**src/rtl/sha256_pkg.sv**
```systemverilog
// Shared SHA-256 constants and the digest-reader state type.
// Imported by the reader top level and the word selector.
package sha256_pkg;

   localparam int SHA256_WORD_W       = 32;
   localparam int SHA256_DIGEST_WORDS = 8;
   localparam int SHA256_IDX_W        = 3;

   typedef enum logic {
      RD_IDLE,
      RD_SEND
   } rd_state_t;

endpackage

```
**src/rtl/sha256_word_mux.sv**
```systemverilog
// Combinational selector that picks one 32-bit word out of a packed 256-bit block.
// Word 0 is the most significant word, which matches the H0-first digest layout.
module sha256_word_mux
   import sha256_pkg::*;
#(
   parameter int WORD_W    = SHA256_WORD_W,
   parameter int NUM_WORDS = SHA256_DIGEST_WORDS,
   parameter int IDX_W     = SHA256_IDX_W
) (
   input  logic [WORD_W*NUM_WORDS-1:0] data_i,
   input  logic [IDX_W-1:0]            sel,
   output logic [WORD_W-1:0]           word_o
);

   always_comb begin
      word_o = '0;
      for (int i = 0; i < NUM_WORDS; i++) begin
         if (sel == IDX_W'(i)) begin
            word_o = data_i[(NUM_WORDS-1-i)*WORD_W +: WORD_W];
         end
      end
   end

endmodule

```
**src/rtl/sha256_digest_reader.sv**
```systemverilog
// Captures the SHA-256 H0..H7 snapshot on load and streams it out H0 first over valid/ready.
// The core is free to reuse its state registers as soon as the snapshot has been taken.
module sha256_digest_reader
   import sha256_pkg::*;
#(
   parameter int WORD_W    = SHA256_WORD_W,
   parameter int NUM_WORDS = SHA256_DIGEST_WORDS,
   parameter int IDX_W     = SHA256_IDX_W
) (
   input  logic                        CLK,
   input  logic                        RST,
   input  logic                        load,
   input  logic [WORD_W*NUM_WORDS-1:0] digest_i,
   output logic                        busy,
   output logic                        dout_valid,
   input  logic                        dout_ready,
   output logic [WORD_W-1:0]           dout_data,
   output logic [IDX_W-1:0]            dout_idx,
   output logic                        dout_last,
   output logic                        done,
   output logic                        load_err
);

   localparam logic [IDX_W-1:0] LAST_IDX = IDX_W'(NUM_WORDS - 1);

   rd_state_t                   state, state_nx;
   logic [WORD_W*NUM_WORDS-1:0] snap, snap_nx;
   logic [IDX_W-1:0]            idx, idx_nx;
   logic                        done_nx, load_err_nx;
   logic                        hs, last_hs;

   always_ff @(posedge CLK or posedge RST) begin
      if (RST) begin
         state    <= RD_IDLE;
         snap     <= '0;
         idx      <= '0;
         done     <= 1'b0;
         load_err <= 1'b0;
      end else begin
         state    <= state_nx;
         snap     <= snap_nx;
         idx      <= idx_nx;
         done     <= done_nx;
         load_err <= load_err_nx;
      end
   end

   // A load arriving with the final handshake chains straight into the next transfer.
   always_comb begin
      state_nx    = state;
      snap_nx     = snap;
      idx_nx      = idx;
      done_nx     = 1'b0;
      load_err_nx = 1'b0;
      hs          = (state == RD_SEND) && dout_ready;
      last_hs     = hs && (idx == LAST_IDX);
      case (state)
         RD_IDLE: begin
            if (load) begin
               state_nx = RD_SEND;
               snap_nx  = digest_i;
               idx_nx   = '0;
            end
         end
         RD_SEND: begin
            if (last_hs) begin
               done_nx = 1'b1;
               if (load) begin
                  snap_nx = digest_i;
                  idx_nx  = '0;
               end else begin
                  state_nx = RD_IDLE;
               end
            end else begin
               if (hs) begin
                  idx_nx = idx + IDX_W'(1);
               end
               if (load) begin
                  load_err_nx = 1'b1;
               end
            end
         end
         default: state_nx = RD_IDLE;
      endcase
   end

   assign dout_valid = (state == RD_SEND);
   assign busy       = (state == RD_SEND);
   assign dout_idx   = idx;
   assign dout_last  = (state == RD_SEND) && (idx == LAST_IDX);

   sha256_word_mux #(
      .WORD_W    (WORD_W),
      .NUM_WORDS (NUM_WORDS),
      .IDX_W     (IDX_W)
   ) u_word_mux (
      .data_i (snap),
      .sel    (idx),
      .word_o (dout_data)
   );

endmodule

```
**config.mk**
```make
export PLATFORM = sky130hd
export DESIGN_NAME = sha256_digest_reader
export DESIGN_NICKNAME = d
export VERILOG_FILES = /design/src/rtl/sha256_pkg.sv /design/src/rtl/sha256_word_mux.sv /design/src/rtl/sha256_digest_reader.sv
export SDC_FILE = /design/constraint.sdc
export NUM_CORES = 1
export LEC_CHECK = 0
export CELL_PAD_IN_SITES_DETAIL_PLACEMENT = 0
export CELL_PAD_IN_SITES_GLOBAL_PLACEMENT = 1
export CORE_ASPECT_RATIO = 0.75
export CORE_MARGIN = 2
export CORE_UTILIZATION = 30
export DETAILED_ROUTE_END_ITERATION = 10
export PLACE_DENSITY_LB_ADDON = 0.12
export SLEW_MARGIN = 20
export SYNTH_ARGS = -nofsm -noshare
export SYNTH_HDL_FRONTEND = slang
export SYNTH_SLANG_ARGS = --single-unit
```
**constraint.sdc**
```tcl
create_clock -name CLK -period 26.5 [get_ports CLK]
set_input_delay 5.3 -clock CLK [delete_from_list [all_inputs] [get_ports CLK]]
set_output_delay 5.3 -clock CLK [all_outputs]
set_load 0.05 [all_outputs]
```
# [Yosys cells after proc, flatten, opt, wreduce, memory -nomap -nowiden]
# Index checks and enable logic that the tools add are counted.
[word_totals] reg_bits=262
[classes] n_addsub=1 n_eq_ne=9 mux=22 n_bitwise=1 reduce_logical=4
[ops] cell="two-way mux 256 bit" count=2
[ops] cell="case mux 256 bit (2 select lines)" count=1
[ops] cell="two-way mux 32 bit" count=8
[ops] cell="equality test 3 bit (second input constant)" count=4
[ops] cell="two-way mux 3 bit" count=3
[ops] cell="equality test 3 x 2 -> 1 bit (second input constant)" count=2
[ops] cell="two-way mux 1 bit" count=6
[ops] cell="case mux 3 bit (2 select lines)" count=1
[ops] cell="adder 3 x 1 -> 3 bit (second input constant)" count=1
[ops] cell="equality test 3 x 1 -> 1 bit (second input constant)" count=1
[ops] cell="logical AND 1 bit" count=3
[ops] cell="logical NOT 3 bit" count=1
[ops] cell="inequality test 3 x 1 -> 1 bit (second input constant)" count=1
[ops] cell="inequality test 2 x 1 -> 1 bit (second input constant)" count=1
[ops] cell="case mux 1 bit (2 select lines)" count=1
[ops] cell="NOT 1 bit" count=1

# [Depth between registers and ports, before layout]
[logic_depth] ltp_word=9 ltp_mapped=11

# [Hierarchy]
# A second synthesis with hierarchy kept.
[hier_totals] hier_cells=942 hier_area_um2=13489.2
[by_module_without_submodules] module="sha256_digest_reader" n_inst=1 cells_per_inst=564 area_each_um2=10862.9 seq_area_each_um2=6556.3
[by_module_without_submodules] module="sha256_word_mux" n_inst=1 cells_per_inst=378 area_each_um2=2626.3 seq_area_each_um2=0.0

# [Worst setup path before layout]
# OpenSTA, ideal clock, no wires.
[synth_path] path_type="reg-to-output" startpoint="register idx[2], in the netlist dout_idx[2]" endpoint="output dout_data[12]" arrival_ns=3.105 t_required_ns=21.200 slack_ns=18.095 stages_incl_launch_ff=12 path_cell_list="dfrtp_1 -> buf_6 -> clkinv_1 -> clkbuf_1 -> ha_1 -> clkbuf_1 -> or2_1 -> buf_6 -> buf_6 -> a221oi_1 -> o22ai_1 -> a21oi_1"
[synth_via] elab_chain_cells=9 elab_cells_between_ends=16 classes_between="eq/ne: 7; mux: 8; reduce/logical: 1"
[synth_lines] element="start: declaration" line="sha256_digest_reader.sv:28" rtl="logic [IDX_W-1:0] idx, idx_nx;"
[synth_lines] element="start signal: assignment" line="sha256_digest_reader.sv:42" rtl="idx <= idx_nx;"
[synth_lines] element="logical NOT 3 bit" line="sha256_word_mux.sv:18" rtl="if (sel == IDX_W'(i)) begin"
[synth_lines] element="two-way mux 32 bit (7 in series)" line="sha256_word_mux.sv:18"
[synth_lines] element="two-way mux 32 bit *" line="sha256_word_mux.sv:18"
[synth_lines] element="end: declaration" line="sha256_digest_reader.sv:17" rtl="output logic [WORD_W-1:0] dout_data,"
# Mark *: on every way between the ends. The rest lies on a longest branch, timed or not.

# [Final worst setup path]
[layout_path] startpoint="register idx[1], in the netlist dout_idx[1]" endpoint="output dout_data[12]"
# Same word-level chain as after synthesis.

==> reports/summary.txt <==
First-pass DRT Iterations -> 5
status -> completed
PD cells -> 129 mW/mm2
critical path arrival -> 4.67 ns
Mapped Cells -> 1052
CTS Root Cell -> clkbuf_16
CP endpoint -> dout_data[12]
HPWL Detailed -> 29700 um
Seq/Total Area, Yosys -> 47.9%
Crit path required time -> 21.20 ns
DR iter-0 viols -> 624
TritonCTS Sinks -> 262
CTS tree -> yes
Yosys top cell area share -> 47.9%
Nets -> 1576
Critical Path Fanout Max -> 74
initial antenna violation count -> 8
r2r endpoint -> snap[134]$_DFFE_PP0P_
IO Count -> 300
post-layout min period -> 9.97 ns
final WL -> 43900 um
Sw Share -> 39.9%
Slowest-stage cell, CP -> clkdlybuf4s50_1
Die Height -> 189 um
final hold vios -> 0
Netlist cell types -> 30
Core Rows -> 67
Slew Limit Fails -> 0
cell depth of the worst flop-to-flop path -> 8
number of global-route vias before repair -> 9408
# hold bufs at CTS -> 0
Min-Delay Startpoint -> snap[86]$_DFFE_PP0P_
top-count cell post-synth -> dfrtp_1
starting density of the core -> 30.5%
remaining antenna violation count -> 0
CP Capture Type -> output port
clock insertion delay at the later pin of the skew report -> 0.57 ns
Post-CTS Resized -> 0
YS warnings -> 0
CTS buffer count -> 30
cell mode on critical path -> a21oi_1
final setup violation count -> 0
GPL Wtd Cong -> 0.795
Post-synth EDFFs -> 0
switching power -> 922 uW
Hold Crit Class -> flop to flop
ys flop type -> dfrtp_1
internal power -> 1390 uW
Post-route DRC -> 0
grt total ovfl -> 0
cell taking the most area after synthesis -> dfrtp_1
critical path, cell by cell -> inv_1 -> ha_4 -> buf_4 -> a21oi_1 -> a221oi_1 -> o22ai_1 -> a21oi_1 -> clkdlybuf4s50_1
area growth from synthesis to layout -> 30.6%
CP Launch Point -> dout_idx[1]$_DFFE_PP0P_
Final Cycle Share -> 37.6%
actual slew at the worst max-slew pin -> 0.953 ns
fmax -> 100 MHz
Post-synth top cells -> dfrtp_1 (262), mux2_4 (240), a21oi_1 (97)
logic gate share of total power -> 49.0%
Max Buffers Root-to-Sink -> 3
syn avg cell area -> 13.0 um2
Cell Area, Synth -> 0.0137 mm2
share of cells above drive strength 1 -> 25.7%
die width -> 251 um
GRT Total Usage -> 18.3%
fill cell count -> 4264
Startpoint Class -> flop
max_slew headroom -> 36.5%
first-pass GRT wire length -> 65100 um
PnR worst setup slack -> 16.53 ns
RSZ-0062 raised after global routing -> false
placed instance count -> 1863
H-tree Lvls -> 1
Clk pwr share -> 19.6%
Sequential Power Share -> 31.4%
placed inst area -> 0.0168 mm2
pin count of the biggest net entering global routing -> 147
reg2reg setup slack -> 22.35 ns
TNS Setup -> 0 ns
Non-Filler Instances -> 1922
Post-Place Worst Slack -> 17.13 ns
DR vias -> 9154
CP peak stage delay -> 0.87 ns
clk slew on worst S/H paths -> 0.06 ns
top post-synthesis cells by area -> dfrtp_1 (48%), mux2_4 (26%), a21oi_1 (3.5%)
RR Startpoint -> dout_idx[2]$_DFFE_PP0P_
Mapped Nets -> 1318
Final Skew -> 0.00987 ns
vias per cell -> 4.76
Final Power -> 2310 uW
fraction of registers with async set/reset -> 100%
fin area -> 0.0179 mm2
Worst VDD drop -> 0.0976 mV
LEAKAGE -> 0.00839 uW
Port Buffers -> 299
max_cap viols -> 0
post-CTS setup buffers -> 0
Die Area -> 0.0473 mm2
Core Region -> 0.0448 mm2
drt wl/cell -> 22.9 um
WS Path Type -> flop to output port
number of synthesized register bits -> 262
-- power groups by stage --
stage          Combinational [uW]  Sequential [uW]  Clock [uW]
2_1_floorplan                 813              683           0
4_1_cts                      1140              722         469
5_1_grt                      1210              749         486
6_report                     1130              725         453
3_3_place_gp                 1130              729           0
3_5_place_dp                 1130              725           0
-- how the worst min path moves through the flow --
stage,cells after the start,to
floorplan,1,snap[62]$_DFFE_PP0P_
global placement,1,snap[8]$_DFFE_PP0P_
detailed placement,1,snap[5]$_DFFE_PP0P_
CTS,1,snap[5]$_DFFE_PP0P_
global route,1,snap[5]$_DFFE_PP0P_
finish,1,snap[86]$_DFFE_PP0P_
-- layout by cell type (no fill, tap or decap), types with 2 or more instances in the layout --
master and n:
clkdlybuf4s50_1 299, dfrtp_1 262, mux2_4 240, a21oi_1 97, inv_1 68, nand2_1 68, o22ai_1 34, a31oi_1 32
nand3b_1 32, or3_1 32, o21ai_0 32, clkbuf_16 31, a221oi_1 20, mux2_2 16, a221oi_2 12, buf_4 12
clkbuf_8 9, clkinv_2 6, clkbuf_1 5, bufinv_16 4, a22o_1 3, ha_2 3, diode_2 2, or2_2 2
and2_1 2, ha_1 2, buf_12 2
-- metal layers --
| metal | part of all wire [%] | track usage [%] | up-vias |
|---|---|---|---|
| met4 | 0.89 | 2.23 | 12 |
| met3 | 7.1 | 5.28 | 40 |
| met2 | 38 | 23.5 | 253 |
| li1 | - | - | 4270 |
| met5 | 0.20 | 0 | - |
| met1 | 54 | 29.9 | 4579 |
-- final cells by class --
type	count	area [um2]	share of cell area [%]
Sequential cell	262	6560	36.7
Multi-Input combinational cell	632	6080	34.0
Timing Repair Buffer	314	3150	17.6
Clock buffer	45	918	5.14
Tap cell	586	733	4.10
Inverter	70	270	1.51
Clock inverter	11	158	0.882
Antenna cell	2	5.00	0.0280
-- metrics by stage --
stage / utilization [%] / hold slack [ns]
2_1_floorplan: - / 0.475
3_3_place_gp: 37.4 / 0.487
3_5_place_dp: 37.4 / 0.490
4_1_cts: 39.8 / 0.505
5_1_grt: 39.8 / 0.517
6_report: 39.8 / 0.504
-- critical path: cells and delay by family (launching register included) --
family / cells / cell delay (ns)
adder cells (fa/ha/maj): 1 / 0.62
flip-flops: 1 / 0.42
AO/OA/AOI/OAI: 4 / 1.33
buffers and inverters: 3 / 1.71
-- registers in the layout, indices dropped and copies added (netlist names) --
| name | cells |
|---|---|
| busy | 1 |
| load_err | 1 |
| snap | 256 |
| dout_idx | 3 |
| done | 1 |
-- kinds of logic after synthesis --
kind of cell             after synthesis  synth area share (%)
flip-flops                           262                  47.9
multiplexers                         257                  27.7
AO/OA/AOI/OAI                        231                  10.6
buffers and inverters                158                  7.78
AND/OR/NAND/NOR                      138                  5.41
adder cells (fa/ha/maj)                6                 0.549
Note: power is estimated with default switching activity, not from simulation.
